$ cat config.mk
export PLATFORM = sky130hd
export DESIGN_NAME = rfphoenix_vec_wb_queue
export DESIGN_NICKNAME = d
export VERILOG_FILES = /design/src/rtl/rfphoenix_vec_wb_queue_pkg.sv /design/src/rtl/rfphoenix_wb_fwd_match.sv /design/src/rtl/rfphoenix_vec_wb_queue.sv
export SDC_FILE = /design/constraint.sdc
export NUM_CORES = 2
export LEC_CHECK = 0
export BUFFER_PORTS_ARGS = -buffer_cell sky130_fd_sc_hd__buf_4
export CAP_MARGIN = 20
export CORE_AREA = 2 2 909 458
export DETAILED_ROUTE_END_ITERATION = 7
export DIE_AREA = 0 0 911 460
export PLACE_DENSITY_LB_ADDON = 0.2
export SKIP_CTS_REPAIR_TIMING = 1
export SYNTH_ARGS = -nofsm -noshare
export SYNTH_HDL_FRONTEND = slang
export SYNTH_HIERARCHICAL = 1
export SYNTH_SLANG_ARGS = --single-unit
$ cat constraint.sdc
create_clock -name clk -period 43.9 [get_ports clk]
set_input_delay 6.585 -clock clk [delete_from_list [all_inputs] [get_ports clk]]
set_output_delay 6.585 -clock clk [all_outputs]
set_load 0.02 [all_outputs]
$ cat src/rtl/rfphoenix_vec_wb_queue_pkg.sv
// Shared vector-unit types for the writeback path.
//   NLANES   : lanes per vector value
//   Value    : one lane
//   VecValue : NLANES lanes, lane 0 in the low bits
//   WbEntry  : one queued writeback {rt, tt, mask, res}
package rfPhoenixPkg;

  localparam int unsigned NLANES = 16;
  localparam int unsigned VALW   = 32;

  typedef logic [VALW-1:0]    Value;
  typedef Value [NLANES-1:0]  VecValue;

  typedef struct packed {
    logic [5:0]        rt;    // destination register
    logic              tt;    // 1 = vector target, 0 = scalar
    logic [NLANES-1:0] mask;  // lane write enables
    VecValue           res;   // result data
  } WbEntry;

endpackage

$ cat src/rtl/rfphoenix_wb_fwd_match.sv
// Forwarding lookup over the writeback queue entries.
// Searches the valid entries and reports the newest one whose register
// number and target type match the lookup.
//   entries_i : queue storage
//   valid_i   : per-slot occupancy
//   tail_i    : next write slot (newest entry sits just below it)
//   ra_i/ta_i : register number / vector flag being looked up
//   hit_o     : match with full mask (or scalar target), data usable
//   partial_o : match with partial mask, consumer must stall
//   data_o    : matching entry's data, zero when nothing matches
module rfphoenix_wb_fwd_match
  import rfPhoenixPkg::*;
#(
  parameter int unsigned DEPTH = 4,
  localparam int unsigned PW   = $clog2(DEPTH)
) (
  input  WbEntry            entries_i [DEPTH],
  input  logic [DEPTH-1:0]  valid_i,
  input  logic [PW-1:0]     tail_i,
  input  logic [5:0]        ra_i,
  input  logic              ta_i,
  output logic              hit_o,
  output logic              partial_o,
  output VecValue           data_o
);

  logic          match;
  logic          full_ok;
  WbEntry        sel;
  logic [PW-1:0] idx;

  // Walk slots from tail (oldest when full) up to tail-1 (newest);
  // a later match overrides an earlier one, so the newest entry wins.
  always_comb begin
    match = 1'b0;
    sel   = '0;
    idx   = '0;
    for (int unsigned k = 0; k < DEPTH; k++) begin
      idx = tail_i + k[PW-1:0];
      if (valid_i[idx] && (entries_i[idx].rt == ra_i) && (entries_i[idx].tt == ta_i)) begin
        match = 1'b1;
        sel   = entries_i[idx];
      end
    end
  end

  assign full_ok   = (&sel.mask) | ~sel.tt;
  assign hit_o     = match & full_ok;
  assign partial_o = match & ~full_ok;
  assign data_o    = sel.res;  // sel stays zero when nothing matches

endmodule

$ cat src/rtl/rfphoenix_vec_wb_queue.sv
// Writeback queue between the vector ALU and the register-file write port.
// In-order circular buffer of DEPTH WbEntry flops with a combinational
// forwarding lookup for the operand fetch stage.
//   clk, rst        : clock, synchronous active-high reset
//   i_v/i_rdy       : ALU result handshake
//   i_rt/i_tt/i_mask/i_res : incoming result fields
//   wr_v/wr_ack     : head-entry handshake toward the register file
//   wr_rt/wr_tt/wr_mask/wr_res : head entry fields
//   fwd_ra/fwd_ta   : forwarding lookup key
//   fwd_hit/fwd_partial/fwd_res : forwarding result
//   count           : occupied entries
module rfphoenix_vec_wb_queue
  import rfPhoenixPkg::*;
#(
  parameter int unsigned DEPTH = 4
) (
  input  logic                    clk,
  input  logic                    rst,
  input  logic                    i_v,
  output logic                    i_rdy,
  input  logic [5:0]              i_rt,
  input  logic                    i_tt,
  input  logic [NLANES-1:0]       i_mask,
  input  VecValue                 i_res,
  output logic                    wr_v,
  input  logic                    wr_ack,
  output logic [5:0]              wr_rt,
  output logic                    wr_tt,
  output logic [NLANES-1:0]       wr_mask,
  output VecValue                 wr_res,
  input  logic [5:0]              fwd_ra,
  input  logic                    fwd_ta,
  output logic                    fwd_hit,
  output logic                    fwd_partial,
  output VecValue                 fwd_res,
  output logic [$clog2(DEPTH):0]  count
);

  localparam int unsigned PW = $clog2(DEPTH);
  localparam int unsigned CW = PW + 1;

  logic [PW-1:0]    head_q, head_d;
  logic [PW-1:0]    tail_q, tail_d;
  logic [CW-1:0]    count_q, count_d;
  WbEntry           mem_q [DEPTH];
  WbEntry           in_entry;
  logic             enq;
  logic             pop;
  logic [DEPTH-1:0] valid;
  logic [PW-1:0]    off;

  assign i_rdy = ~rst & (count_q != CW'(DEPTH));
  assign wr_v  = ~rst & (count_q != '0);

  // An empty-mask vector result is accepted but dropped.
  assign enq = i_v & i_rdy & (~i_tt | (|i_mask));
  assign pop = wr_v & wr_ack;

  always_comb begin
    in_entry      = '0;
    in_entry.rt   = i_rt;
    in_entry.tt   = i_tt;
    in_entry.mask = i_tt ? i_mask : NLANES'(1);
    in_entry.res  = i_res;
  end

  always_comb begin
    head_d  = head_q + PW'(pop);
    tail_d  = tail_q + PW'(enq);
    count_d = count_q + CW'(enq) - CW'(pop);
  end

  always_ff @(posedge clk) begin
    if (rst) begin
      head_q  <= '0;
      tail_q  <= '0;
      count_q <= '0;
    end else begin
      head_q  <= head_d;
      tail_q  <= tail_d;
      count_q <= count_d;
    end
  end

  // Storage is deliberately left uncleared by reset.
  always_ff @(posedge clk) begin
    if (enq) mem_q[tail_q] <= in_entry;
  end

  assign wr_rt   = mem_q[head_q].rt;
  assign wr_tt   = mem_q[head_q].tt;
  assign wr_mask = mem_q[head_q].mask;
  assign wr_res  = mem_q[head_q].res;
  assign count   = count_q;

  // A slot is occupied when its distance from head is below count.
  always_comb begin
    valid = '0;
    off   = '0;
    for (int unsigned i = 0; i < DEPTH; i++) begin
      off      = PW'(i) - head_q;
      valid[i] = ~rst & ({1'b0, off} < count_q);
    end
  end

  rfphoenix_wb_fwd_match #(
    .DEPTH (DEPTH)
  ) u_fwd (
    .entries_i (mem_q),
    .valid_i   (valid),
    .tail_i    (tail_q),
    .ra_i      (fwd_ra),
    .ta_i      (fwd_ta),
    .hit_o     (fwd_hit),
    .partial_o (fwd_partial),
    .data_o    (fwd_res)
  );

endmodule

# --- After elaboration in Yosys (flattened, before gate mapping) ---
# Cells that the tools add are included.
# W data, S select, Z words.
op_classes:
  n_addsub: 11
  magnitude_cmp: 14
  n_eq_ne: 9
  muxes: 35
  bitwise: 22
  reduce_logical: 12
ops:
  columns: ["operator", "n"]
  rows:
  - ["$mux W535", 11]
  - ["$bmux W535 S2", 5]
  - ["$bwmux W2140", 1]
  - ["$mux W529", 4]
  - ["$demux W535 S2", 1]
  - ["$eq A6 B6 Y1", 4]
  - ["$mux W16", 1]
  - ["$reduce_and A16 Y1", 1]
  - ["$reduce_or A16 Y1", 1]
  - ["$ge A3 B3 Y1 const B", 5]
  - ["$not A2 Y3", 5]
  - ["$lt A2 B3 Y1", 4]
  - ["$lt A2 B3 Y1 const B", 4]
  - ["$and A1 B1 Y1", 11]
  - ["$logic_and A1 B1 Y1", 9]
  - ["$bmux W1 S2", 4]
  - ["$mux W1", 8]
  - ["$add A2 B1 Y2", 2]
  - ["$add A2 B2 Y2 const B", 2]
  - ["$eq A1 B1 Y1", 4]
  - ["$not A1 Y1", 4]
  - ["$sub A1 B2 Y2 const A", 2]
  - ["$sub A2 B2 Y2 const A", 2]
  - ["$add A3 B1 Y3", 1]
  - ["other kinds (6)", 7]
word_totals:
  ff_bits: 2147
  input_bits: 546
  out_inout_bits: 1054
  wordCells: 182

# --- Longest topological paths before layout ---
depth:
  word_depth: 15
  ltp_mapped: 19
  mapped_depth_nobuf: 13

# --- Hierarchy ---
# The synthesis kept the hierarchy.
by_module_without_submodules:
  columns: ["module", "instances", "cells_per_inst", "area_each_um2", "seq_area_each_um2"]
  rows:
  - ["rfphoenix_vec_wb_queue", 1, 2883, 77690.8, 64401.8]
  - ["rfphoenix_wb_fwd_match", 1, 7419, 53543.9, 0.0]

# --- Worst setup path after synthesis ---
# OpenSTA, ideal clock, no wires.
synth_timing:
  path_type: "input -> register"
  start: "input i_v"
  end: "register mem_q[1000] in the netlist's numbering, enable pin"
  arrival_time_ps: 32501
  path_slack_ps: 9782
  cell_stages: 3
  cell_sequence: "nor2b_1 -> nand3_1 -> a21oi_1"
synth_between:
  elab_chain_cells: 2
synth_rtl:
  columns: ["element", "line_no", "text"]
  rows:
  - ["start, declared", "rfphoenix_vec_wb_queue.sv:19", "input logic i_v,"]
  - ["$and A1 B1 Y1 (2 in a row)", "rfphoenix_vec_wb_queue.sv:56", "assign enq = i_v & i_rdy & (~i_tt | (|i_mask));"]
  - ["end signal, assigned by index", "rfphoenix_vec_wb_queue.sv:87", "if (enq) mem_q[tail_q] <= in_entry;"]
  - ["end, declared", "rfphoenix_vec_wb_queue.sv:45", "WbEntry mem_q [DEPTH];"]
# Every way passes these cells.
# A chain may end at the register's enable or synchronous reset.

==> metrics.md <==
| Metric | Value |
|---|---|
| Outcome | `finished, final reports clean` |
| Post-synth EDFFs | `2140` |
| CP max FO | `57` |
| IO buf count | `1599` |
| Worst endpoint required time | `37.31 ns` |
| Leading cell type in the layout, fill and taps excluded | `edfxtp_1` |
| DRT iter0 DRCs | `11200` |
| Period minus WS final | `18.93 ns` |
| Initial antenna violation count | `107` |
| Pre-Repair DR Iteration Count | `7` |
| Prevailing post-synth register cell | `edfxtp_1` |
| Yosys warning total | `6` |
| Commonest non-fill, non-tap cells in the layout | `edfxtp_1, buf_4, mux2i_1` |
| Crit share post-route | `43.1%` |
| Largest cells by area after synthesis | `edfxtp_1, mux2i_1, mux4_2` |
| Final setup viols | `0` |
| CP most frequent cell | `buf_4` |
| Via/cell ratio | `6.15` |
| DRC viols | `0` |
| Die area | `0.419 mm²` |
| Area Overhead vs Synth | `17.7%` |
| Placed insts | `16500` |
| Syn_area_per_cell | `12.7 µm²` |
| Synth cell types | `63` |
| Total global routing overflow | `0` |
| Num Clock Sinks | `2147` |
| Mapped cell area | `0.131 mm²` |
| Setup Skew | `0.0611 ns` |
| Leak | `48.7 nW` |
| Unrepaired setup endpoints after global routing | `false` |
| Peak VDD IR | `0.0350 mV` |
| Max cap viols | `0` |
| Inserted Clock Buffers | `223` |
| Final GP Congestion | `0.860` |
| WS Path Type | `input pin to primary output` |
| Later-pin clock latency in the skew report | `0.89 ns` |
| Multi-input logic area | `0.0620 mm²` |
| Flop-to-flop setup slack | `37.86 ns` |
| Final wirelength | `510000 µm` |
| Slew Limit Fails | `0` |
| Fill count | `38800` |
| HP Class | `register to register` |
| Vias in the first global route | `99300` |
| Slew at the pin closest to its max-slew limit | `1.32 ns` |
| First-pass GRT wire length | `723000 µm` |
| Layout cell share with drive strength beyond 1 | `29.0%` |
| Leading area contributor after synthesis | `edfxtp_1` |
| Root Buffer | `clkbuf_16` |
| Cells after Synth | `10300` |
| # IOs | `1600` |
| Post-Syn Nets | `10900` |
| CTS Buffer Depth | `4` |
| Final hold violations | `0` |
| CP Launch Type | `input pin` |
| CTS tree | `done` |
| Routed Antenna Nets | `0` |
| Routed len/inst | `30.2 µm` |
| Register area | `0.0644 mm²` |
| Ys async rst share | `0%` |
| Chip height | `460 µm` |
| Placeable Area | `0.412 mm²` |
| Synth Register Bits | `2147` |
| Slowest-stage cell, CP | `a21oi_4` |
| Pwr per Cell Area | `39.1 mW/mm²` |
| Critical-path cell list | `buf_4 > nor2b_1 > inv_1 > o32ai_1 > nand3_1 > or4_4 > a21oi_4 > buf_4 > buf_4 > buf_4 > a221oi_1 > a21oi_1 > buf_4` |
| HPWL after DPL | `327000 µm` |
| Final nets | `11700` |
| Max_slew headroom | `12.2%` |
| Sum Neg Setup Slack | `0 ns` |
| Peak Freq | `52.8 MHz` |
| Tot GR Track Use | `22.8%` |
| Non-Filler Instances | `16900` |
| H-tree level count | `4` |
| Crit path DAT | `12.34 ns` |
| Num rows | `167` |
| Yosys top cell area share | `49.0%` |
| Die width | `911 µm` |
| Post-synthesis sequential area ratio | `49.1%` |
| Via count | `104000` |
| Max incr delay on CP | `0.84 ns` |
| Reg clk slew, reported paths | `0.07 ns` |
| CP endpoint kind | `primary output` |
| Initial Utilization | `31.9%` |
| Largest net degree at the start of global routing | `213` |
## power breakdown
part | switching [mW] | internal, mW | leakage, nW | total [mW]
Clock | 0.854 | 1.12 | 3.58 | 1.98
Combinational | 0.990 | 0.661 | 25.6 | 1.65
Sequential | 0.0574 | 2.35 | 19.5 | 2.40
Total | 1.90 | 4.13 | 48.7 | 6.03
## cell usage after synthesis (7+ instances only)
master and number:
nand3_1 10, mux2i_1 1452, buf_2 244, a211o_1 112, a221o_1 801, a221oi_1 405, and2_1 19, a21oi_1 746
mux4_2 535, xor2_1 14, xnor2_1 26, a32o_1 111, mux2_2 628, edfxtp_1 2140, nor2_1 11, o21ai_1 106
buf_4 98, o211ai_1 111, o21ai_0 918, nor3_1 7, nand2_1 925, nand4_1 19, ha_1 8, inv_1 9
clkbuf_1 696, buf_6 8, buf_1 64, nor2b_1 13, dfxtp_1 7
## final cells by class
cell class / count / share of cell area (%)
clock buffers: 262 / 3.73
well taps: 5492 / 4.45
clock inverters: 134 / 1.00
repair buffers: 1781 / 8.88
flip-flops and latches: 2147 / 41.7
inverters: 10 / 0.0292
diodes: 71 / 0.115
multi-input cells: 7031 / 40.1
## per-stage QoR
stage | cell area, µm² | util [%] | total power, mW | worst slack (ns) | hold WS (ns)
floorplan | 131000 | - | 3.54 | 9.78 | 0.539
global placement | 147000 | 35.7 | 4.06 | 25.28 | 0.573
detailed placement | 147000 | 35.7 | 4.09 | 25.20 | 0.595
CTS | 154000 | 37.5 | 6.08 | 25.19 | 0.612
global route | 154000 | 37.5 | 6.26 | 24.92 | 0.649
finish | 155000 | 37.5 | 6.03 | 24.97 | 0.611
## logic make-up (layout without fill, tap and decap cells)
| group | after synthesis | count (layout) | share of synthesized area [%] |
|---|---|---|---|
| adders and majority gates | 9 | 9 | 0.0915 |
| buffers and inverters | 1124 | 2187 | 3.80 |
| and+or+nand+nor | 1029 | 1029 | 3.15 |
| muxes | 2616 | 2616 | 25.7 |
| AOI/OAI and AO/OA | 3336 | 3336 | 18.0 |
| DFF | 2147 | 2147 | 49.1 |
| other | 0 | 71 | 0 |
| xor gates and xnor gates | 41 | 41 | 0.279 |
## path summary, 6_finish.rpt
check,start,cells after the start,end
worst max-delay path,rst,13,fwd_res[138]
worst min-delay path,count[1],2,count[2]
worst max register to register,tail_q[1],7,mem_q[202]
worst min register to register,count[1],2,count[2]
## critical path, delay by kind of cell
kind / cells / cell delay [ns]
AOI/OAI and AO/OA: 4 / 1.86
buffers and inverters: 6 / 2.67
and+or+nand+nor: 3 / 1.03
## per-layer routing
| layer | global-route usage, % | vias to the layer above | wire [µm] |
|---|---|---|---|
| met5 | 0 | - | 449 |
| met4 | 9.30 | 66 | 20900 |
| met3 | 6.20 | 900 | 49500 |
| met2 | 36.1 | 5639 | 234000 |
| met1 | 29.6 | 53200 | 205000 |
| li1 | - | 44300 | - |
## registers in the layout, indices dropped and copies added, names as in the netlist
| signal | flops |
|---|---|
| tail_q | 2 |
| count | 3 |
| mem_q | 2140 |
| head_q | 2 |
No activity file was read; power rests on OpenSTA's default activity.
